`src/rtl/vga_frame_arb_if.sv`:
```
// vga_frame_arb_if
// Bundles the arbiter's signals so they can be passed as one port.
// Covers the sync-generator inputs, the writer handshake, the single-port
// pixel RAM bus, and the DAC-side pixel outputs.
//   slave  : the arbiter's view. It receives the write requests and the
//            display timing, and drives the RAM bus and the pixel output.
//   master : the surrounding system's view. This covers the writer, the
//            sync generator, the RAM and the DAC.
interface vga_frame_arb_if;
  logic        disp_ready;
  logic [10:0] col;
  logic [10:0] row;
  logic        wr_valid;
  logic        wr_ready;
  logic [18:0] wr_addr;
  logic [15:0] wr_data;
  logic [18:0] mem_addr;
  logic        mem_we;
  logic [15:0] mem_wdata;
  logic [15:0] mem_rdata;
  logic [15:0] pix_data;
  logic        pix_valid;
  logic [2:0]  fifo_level;

  modport slave (
    input  disp_ready, col, row, wr_valid, wr_addr, wr_data, mem_rdata,
    output wr_ready, mem_addr, mem_we, mem_wdata, pix_data, pix_valid, fifo_level
  );

  modport master (
    output disp_ready, col, row, wr_valid, wr_addr, wr_data, mem_rdata,
    input  wr_ready, mem_addr, mem_we, mem_wdata, pix_data, pix_valid, fifo_level
  );
endinterface

```
`src/rtl/vga_frame_arb.sv`:
```
// vga_frame_arb
// Shares one single-port 800x600 RGB565 pixel RAM between two users:
//   - The display scan, which always wins during active video.
//   - A pixel writer.
//
// Build option VGA_ARB_WR_FIFO_EN:
//   defined   - Writes are queued in a 4-deep FIFO. The FIFO drains one entry
//               per blanking cycle, in acceptance order.
//   undefined - There is no buffering. The writer is held off during active
//               video, and each accepted write goes straight to the RAM in
//               the same cycle.
//
// Writes addressed beyond the last pixel (479999) are accepted, then dropped.
module vga_frame_arb (
  input logic            clk,
  input logic            rst_n,
  vga_frame_arb_if.slave bus
);

  localparam logic [18:0] LAST_PIXEL = 19'd479999;

  logic [18:0] disp_addr;
  logic        wr_addr_ok;
  logic        pix_valid_q;
  logic        pix_valid_d;
  logic        mem_we_c;
  logic [18:0] mem_addr_c;
  logic [15:0] mem_wdata_c;

  // Display-side address.
  // The 19-bit product covers 599*800+799 = 479999 exactly.
  always_comb begin
    disp_addr   = ({8'd0, bus.row} * 19'd800) + {8'd0, bus.col};
    wr_addr_ok  = (bus.wr_addr <= LAST_PIXEL);
    pix_valid_d = bus.disp_ready;
  end

  // Delay the active-video flag by one cycle to line up with the RAM read latency.
  always_ff @(posedge clk or negedge rst_n) begin
    if (!rst_n) begin
      pix_valid_q <= 1'b0;
    end else begin
      pix_valid_q <= pix_valid_d;
    end
  end

  assign bus.pix_valid = pix_valid_q;
  assign bus.pix_data  = pix_valid_q ? bus.mem_rdata : 16'h0000;
  assign bus.mem_we    = mem_we_c;
  assign bus.mem_addr  = mem_addr_c;
  assign bus.mem_wdata = mem_wdata_c;

`ifdef VGA_ARB_WR_FIFO_EN

  typedef enum logic [1:0] {
    IDLE  = 2'd0,
    DRAIN = 2'd1,
    DISP  = 2'd2
  } state_t;

  state_t      state_q;
  state_t      state_d;
  logic [18:0] fifo_addr_q [4];
  logic [18:0] fifo_addr_d [4];
  logic [15:0] fifo_data_q [4];
  logic [15:0] fifo_data_d [4];
  logic [1:0]  rd_ptr_q;
  logic [1:0]  rd_ptr_d;
  logic [1:0]  wr_ptr_q;
  logic [1:0]  wr_ptr_d;
  logic [2:0]  level_q;
  logic [2:0]  level_d;
  logic        wr_ready_q;
  logic        wr_ready_d;
  logic        push;
  logic        pop;

  // FIFO bookkeeping and next state.
  // Display ownership has priority; otherwise stay in DRAIN while anything
  // is still queued once this cycle's push and pop are taken into account.
  always_comb begin
    push        = bus.wr_valid & wr_ready_q & wr_addr_ok;
    pop         = (state_q == DRAIN) & ~bus.disp_ready & (level_q != 3'd0);
    fifo_addr_d = fifo_addr_q;
    fifo_data_d = fifo_data_q;
    wr_ptr_d    = wr_ptr_q;
    rd_ptr_d    = rd_ptr_q;
    level_d     = level_q;
    if (push) begin
      fifo_addr_d[wr_ptr_q] = bus.wr_addr;
      fifo_data_d[wr_ptr_q] = bus.wr_data;
      wr_ptr_d              = wr_ptr_q + 2'd1;
    end
    if (pop) begin
      rd_ptr_d = rd_ptr_q + 2'd1;
    end
    if (push && !pop) begin
      level_d = level_q + 3'd1;
    end else if (pop && !push) begin
      level_d = level_q - 3'd1;
    end
    wr_ready_d = (level_d < 3'd4);
    if (bus.disp_ready) begin
      state_d = DISP;
    end else if (level_d != 3'd0) begin
      state_d = DRAIN;
    end else begin
      state_d = IDLE;
    end
  end

  // RAM port mux.
  // The display scan owns the port during active video; the FIFO head
  // owns it on a drain pop. Everything is held at zero while in reset.
  always_comb begin
    mem_we_c    = 1'b0;
    mem_addr_c  = 19'd0;
    mem_wdata_c = 16'h0000;
    if (rst_n) begin
      if (bus.disp_ready) begin
        mem_addr_c = disp_addr;
      end else if (pop) begin
        mem_we_c    = 1'b1;
        mem_addr_c  = fifo_addr_q[rd_ptr_q];
        mem_wdata_c = fifo_data_q[rd_ptr_q];
      end
    end
  end

  // State, FIFO storage, pointers and registered write-ready.
  // Reset drops every queued write.
  always_ff @(posedge clk or negedge rst_n) begin
    if (!rst_n) begin
      state_q    <= IDLE;
      rd_ptr_q   <= 2'd0;
      wr_ptr_q   <= 2'd0;
      level_q    <= 3'd0;
      wr_ready_q <= 1'b0;
      for (int i = 0; i < 4; i++) begin
        fifo_addr_q[i] <= 19'd0;
        fifo_data_q[i] <= 16'h0000;
      end
    end else begin
      state_q     <= state_d;
      rd_ptr_q    <= rd_ptr_d;
      wr_ptr_q    <= wr_ptr_d;
      level_q     <= level_d;
      wr_ready_q  <= wr_ready_d;
      fifo_addr_q <= fifo_addr_d;
      fifo_data_q <= fifo_data_d;
    end
  end

  assign bus.wr_ready   = wr_ready_q;
  assign bus.fifo_level = level_q;

`else

  logic run_q;
  logic run_d;
  logic wr_fire;

  // Direct-write path: the writer may only transfer during blanking.
  always_comb begin
    run_d   = 1'b1;
    wr_fire = bus.wr_valid & run_q & ~bus.disp_ready & wr_addr_ok;
  end

  // RAM port mux.
  // The display scan owns the port during active video; an accepted
  // in-range write owns it during blanking. Everything is zero in reset.
  always_comb begin
    mem_we_c    = 1'b0;
    mem_addr_c  = 19'd0;
    mem_wdata_c = 16'h0000;
    if (rst_n) begin
      if (bus.disp_ready) begin
        mem_addr_c = disp_addr;
      end else if (wr_fire) begin
        mem_we_c    = 1'b1;
        mem_addr_c  = bus.wr_addr;
        mem_wdata_c = bus.wr_data;
      end
    end
  end

  // Out-of-reset flag.
  // It keeps wr_ready low until the first clock edge after reset is released.
  always_ff @(posedge clk or negedge rst_n) begin
    if (!rst_n) begin
      run_q <= 1'b0;
    end else begin
      run_q <= run_d;
    end
  end

  assign bus.wr_ready   = run_q & ~bus.disp_ready;
  assign bus.fifo_level = 3'd0;

`endif

endmodule

```
`src/flat_wrapper.sv`:
```
// flat-port wrapper written by rule: the top's interface ports become plain ports
module vga_frame_arb_flat 
  (clk, rst_n, bus_disp_ready, bus_col, bus_row, bus_wr_valid, bus_wr_addr, bus_wr_data, bus_mem_rdata, bus_wr_ready, bus_mem_addr, bus_mem_we, bus_mem_wdata, bus_pix_data, bus_pix_valid, bus_fifo_level);
  vga_frame_arb_if bus_i ();
  input logic clk;
  input logic rst_n;
  input wire logic [$bits(bus_i.disp_ready)-1:0] bus_disp_ready;
  input wire logic [$bits(bus_i.col)-1:0] bus_col;
  input wire logic [$bits(bus_i.row)-1:0] bus_row;
  input wire logic [$bits(bus_i.wr_valid)-1:0] bus_wr_valid;
  input wire logic [$bits(bus_i.wr_addr)-1:0] bus_wr_addr;
  input wire logic [$bits(bus_i.wr_data)-1:0] bus_wr_data;
  input wire logic [$bits(bus_i.mem_rdata)-1:0] bus_mem_rdata;
  output wire logic [$bits(bus_i.wr_ready)-1:0] bus_wr_ready;
  output wire logic [$bits(bus_i.mem_addr)-1:0] bus_mem_addr;
  output wire logic [$bits(bus_i.mem_we)-1:0] bus_mem_we;
  output wire logic [$bits(bus_i.mem_wdata)-1:0] bus_mem_wdata;
  output wire logic [$bits(bus_i.pix_data)-1:0] bus_pix_data;
  output wire logic [$bits(bus_i.pix_valid)-1:0] bus_pix_valid;
  output wire logic [$bits(bus_i.fifo_level)-1:0] bus_fifo_level;
  assign bus_i.disp_ready = bus_disp_ready;
  assign bus_i.col = bus_col;
  assign bus_i.row = bus_row;
  assign bus_i.wr_valid = bus_wr_valid;
  assign bus_i.wr_addr = bus_wr_addr;
  assign bus_i.wr_data = bus_wr_data;
  assign bus_i.mem_rdata = bus_mem_rdata;
  assign bus_wr_ready = bus_i.wr_ready;
  assign bus_mem_addr = bus_i.mem_addr;
  assign bus_mem_we = bus_i.mem_we;
  assign bus_mem_wdata = bus_i.mem_wdata;
  assign bus_pix_data = bus_i.pix_data;
  assign bus_pix_valid = bus_i.pix_valid;
  assign bus_fifo_level = bus_i.fifo_level;
  vga_frame_arb u_core (.clk(clk), .rst_n(rst_n), .bus(bus_i));
endmodule
```
`config.mk`:
```
export PLATFORM = sky130hd
export DESIGN_NAME = vga_frame_arb_flat
export DESIGN_NICKNAME = d
export VERILOG_FILES = /design/src/rtl/vga_frame_arb_if.sv /design/src/rtl/vga_frame_arb.sv /design/src/flat_wrapper.sv
export SDC_FILE = /design/constraint.sdc
export NUM_CORES = 1
export LEC_CHECK = 0
export CAP_MARGIN = 10
export CORE_ASPECT_RATIO = 0.8
export CORE_MARGIN = 1.5
export CORE_UTILIZATION = 33
export CTS_BUF_LIST = sky130_fd_sc_hd__clkbuf_4
export DETAILED_ROUTE_END_ITERATION = 8
export PLACE_DENSITY_LB_ADDON = 0.25
export SETUP_SLACK_MARGIN = 0.5
export SLEW_MARGIN = 20
export SYNTH_ARGS = -nofsm -noshare
export SYNTH_HDL_FRONTEND = slang
export SYNTH_SLANG_ARGS = --single-unit
```
`constraint.sdc`:
```
create_clock -name clk -period 5.1 [get_ports clk]
set_input_delay 1.275 -clock clk [delete_from_list [all_inputs] [get_ports clk]]
set_output_delay 1.275 -clock clk [all_outputs]
set_load 0.02 [all_outputs]
```
-- Yosys cells after proc, flatten, opt, wreduce, memory -nomap -nowiden
Cells that the tools add are included.
- ROM bits: 0
- bits in latches: 0
- input bits: 77
- memories: 0
- RAM bits: 0
- register bits after elaboration: 2
- add/sub/neg operators: 1
- mux-type cells: 10
- shift operators: 0
- div/mod/pow operators: 0
- bitwise operators: 5
- equal/unequal tests: 0
- $mul: 1
- $lt $le $gt $ge: 1
- reduce and logical (&&, ||, !) cells: 0
- operators by type and width (operator ; count):
    $mux 16 ; 4
    $mux 19 ; 3
    $add 19x11->19 ; 1
    $le 19x19->1 const B ; 1
    $mul 11x5->14 const B ; 1
    $and 1x1->1 ; 4
    $mux 1 ; 3
    $not 1->1 ; 1

-- Logic depth before layout (Yosys ltp)
- word-level depth: 6
- depth in mapped cells: 14
- depth with buffers taken out: 13

-- Least setup slack after synthesis
No wires, ideal clock.
- kind: input -> output
- start: input bus_row[5]
- end: output bus_mem_addr[17]
- arrival time: 4.350 ns
- stages on the path: 13
- path buffers: 1
- slack: -0.525 ns
- path through: ha_1 > ha_1 > inv_1 > fa_1 > inv_1 > ha_1 > buf_2 > or4b_1 > o2111ai_2 > nand4_2 > a311o_1 > xnor2_1 > o21ai_1
- word-level cells in the longest chain between the ends: 4
- ends and longest elaborated chain (what ; line ; RTL):
    start: declaration ; flat_wrapper.sv:9 ; input wire logic [$bits(bus_i.row)-1:0] bus_row;
    $mul 11x5->14 ; vga_frame_arb.sv:33 ; disp_addr = ({8'd0, bus.row} * 19'd800) + {8'd0, bus.col};
    $add 19x11->19 ; vga_frame_arb.sv:33 ;
    $mux 19 ; vga_frame_arb.sv:177 ; if (bus.disp_ready) begin
    $mux 19 ; vga_frame_arb.sv:176 ; if (rst_n) begin
    end: declaration ; flat_wrapper.sv:15 ; output wire logic [$bits(bus_i.mem_addr)-1:0] bus_mem_addr;
No other way between the ends.

-- Worst setup path in the final report
- start: input bus_row[3]
- end: output bus_mem_addr[18]
The elaborated chain is that of the path after synthesis.

==> metrics <==
run status=finished, violations left; failing checks=setup timing; wire length per cell after detailed routing=roughly 16 µm; Total Wirelength=between 8000 and 9000 µm; commonest cells in the synthesized netlist=37 x ha_1, 33 x and2_1, 23 x inv_1; post-synthesis average cell area=approximately 7.8 µm²; top_reg_cell synth=dfrtp_1; clock root buffer=clkbuf_4; unrepaired setup endpoints after global routing=yes; IO Port Bufs=between 100 and 150; Clock H-tree levels=1; DP HPWL=5910 µm; Antenna Cells=0; post-placement worst setup slack=-1.51 ns; fraction of the yosys area taken by sequential cells=approximately 2.7%; reported leakage power=around 0.0018 µW; share of Yosys cell area claimed by the top area cell type=approximately 25%; CP Capture Point=bus_mem_addr[18]; via-per-instance ratio=around 4.9; cell type with the highest occurrence count on the critical path=ha_4; Worst Path Class, Setup=in2out; worst-path fanout max=3; met3 Usage GRT=under 10%; core region area=~5400 µm²; WP data arrival=about 4.3 ns; async set or reset register ratio after synthesis=100%; DRC errors left=0; share of layout cells above drive strength 1=42.8%; die width=between 80 and 90 µm; relative area change from synthesis to final layout=127%; maximum number of pins on one net before global-route repair=32; Yosys warnings=0; Routability Congestion=~0.82; met1 track demand over resource in global routing=28.9%; post-route minimum period=~5.6 ns; data required time of the worst path=3.83 ns; highest attainable clock frequency=approximately 0.18 GHz; power density relative to cell area=268 nW/µm²; post-route cell area=between 4000 and 5000 µm²; global-route wire length before repair=roughly 11,000 µm; met2 Usage GRT=43.8%; minimum hold slack=1.24 ns; synth top area cells=ha_1 25%, and2_1 11%, fa_1 7.6%; Die Area=between 6000 and 7000 µm²; # rows=24; critical path's slowest cell=or4_4; Critical Path Max Stage Delay=around 0.55 ns; count of flip-flops with a built-in enable after synthesis=0; critical path, cell by cell=buf_8, ha_4, ha_4, fa_1, ha_4, buf_6, a211oi_4, buf_4, or4_4, nand3_4, nand2_4, nor4_4, xnor2_1, o21ai_2, buf_6; Mapped Area=approximately 1800 µm²; Fin. Hold Viols=0; CTS tree=done; Total Routing Usage GR=approximately 24%; Min-Delay Path Class=in2async; antenna-violating nets left=0; start point of the critical path=bus_row[3]; maximum capacitance violations=0; count of hold buffers inserted by post-cts repair=0; final critical-path share of the clock period=109%; IR drop worst, VDD=around 140 µV; crit path launch type=input pin; Crit path max-delay family=adder cells; Initial DRC Count=62; Stages on worst setup path=15; clock-pin slew reported for the worst setup and hold paths after clock tree synthesis=about 0.040 ns; final core occ=77.3%; vias after detailed routing=about 2,400; peak-usage layer in the global routing report=met2; First-pass DRT Iterations=4; Placed Cells=471; Distinct cells, synth=between 40 and 50; most frequently used cell type in the post-synthesis netlist=ha_1; starting density of the core=34.1%; number of instances in the synthesized netlist=236; Post-DP Area=roughly 3800 µm²; WP buf/inv=4; antenna violations before repair=0; GR Overflow Total=0; crit path setup slack, layout=-0.471 ns; Bufs on Longest Clock Path=2; vias in the first global route=between 2,000 and 2,500; Chip Height=about 70 µm; # nets final=approximately 550; num ports=between 100 and 150; total count of max-transition violations in the final report=0; CP endpoint kind=output pin; Final setup violation count=6; number of cells in the finished layout apart from fillers=a little under 500; count of state elements after synthesis=2; sinks on the clock net=2; number of buffers created by CTS=3; largest area contributor in the netlist=ha_1
repair_timing:
action	4_1_cts	5_1_grt
pin swaps	44	19
resized for setup	169	82
setup buffers	11	3
gates cloned	0	0
endpoints found under the setup margin	36	35
worst min-delay path by stage:
stage / from / to / slack, ns / depth (start not counted)
6_report: rst_n / u_core.run_q / 1.24 / 1
5_1_grt: rst_n / u_core.run_q / 1.24 / 1
4_1_cts: rst_n / u_core.bus.pix_valid / 1.25 / 1
3_5_place_dp: rst_n / u_core.run_q / 1.50 / 1
3_3_place_gp: rst_n / u_core.run_q / 1.49 / 1
2_1_floorplan: rst_n / u_core.bus.pix_valid / 0.98 / 0
through the flow:
stage	setup TNS, ns	total power (µW)
3_3_place_gp	-10.07	769
3_5_place_dp	-10.51	786
5_1_grt	-2.60	1190
2_1_floorplan	-0.794	471
4_1_cts	-1.94	973
6_report	-1.99	1120
final cells by class:
type | instances | area (µm²)
Inverter | 24 | 90.1
Fill cell | 373 | 1230
Tap cell | 65 | 81.3
Sequential cell | 2 | 50.0
Timing Repair Buffer | 193 | 1740
Multi-Input combinational cell | 201 | 2200
Clock buffer | 3 | 22.5
sequential cells by signal, indices dropped and copies added (netlist names):
register              cells
u_core.bus.pix_valid      1
u_core.run_q              1
power by group:
part	leakage, µW	internal, µW	switching, µW
Combinational	0.00178	563	497
Clock	0.0000138	26.4	14.4
Sequential	0.0000233	16.8	1.52
cell families after synthesis:
logic type | synth area share (%)
adders and majority gates | 32.8
buffers and inverters | 8.02
xor gates and xnor gates | 10.8
and+or+nand+nor | 24.2
DFF | 2.72
muxes | 0.544
other | 0.408
AOI/OAI and AO/OA | 20.5
cell usage in the layout, fill, tap and decap left out, types with 4 or more instances in the layout:
cell,count
clkdlybuf4s15_1,5
buf_6,22
a22o_1,9
ha_1,16
clkbuf_2,19
clkdlybuf4s50_1,86
a21oi_1,4
fa_1,6
buf_2,4
inv_2,6
conb_1,4
o21ai_2,8
nor2_1,4
a21oi_2,4
buf_4,51
xnor2_1,10
and2_1,33
o21ai_1,5
ha_4,20
inv_1,18
nor2_4,5
nand2_1,15
xor2_2,4
o21ai_0,6
metal layers:
metal / wire (µm) / vias up
met1: 3200 / 1112
met2: 4090 / 80
met3: 457 / 25
met4: 267 / 0
li1: - / 1172
met5: 0 / -
Note: power is estimated with default switching activity, not from simulation.
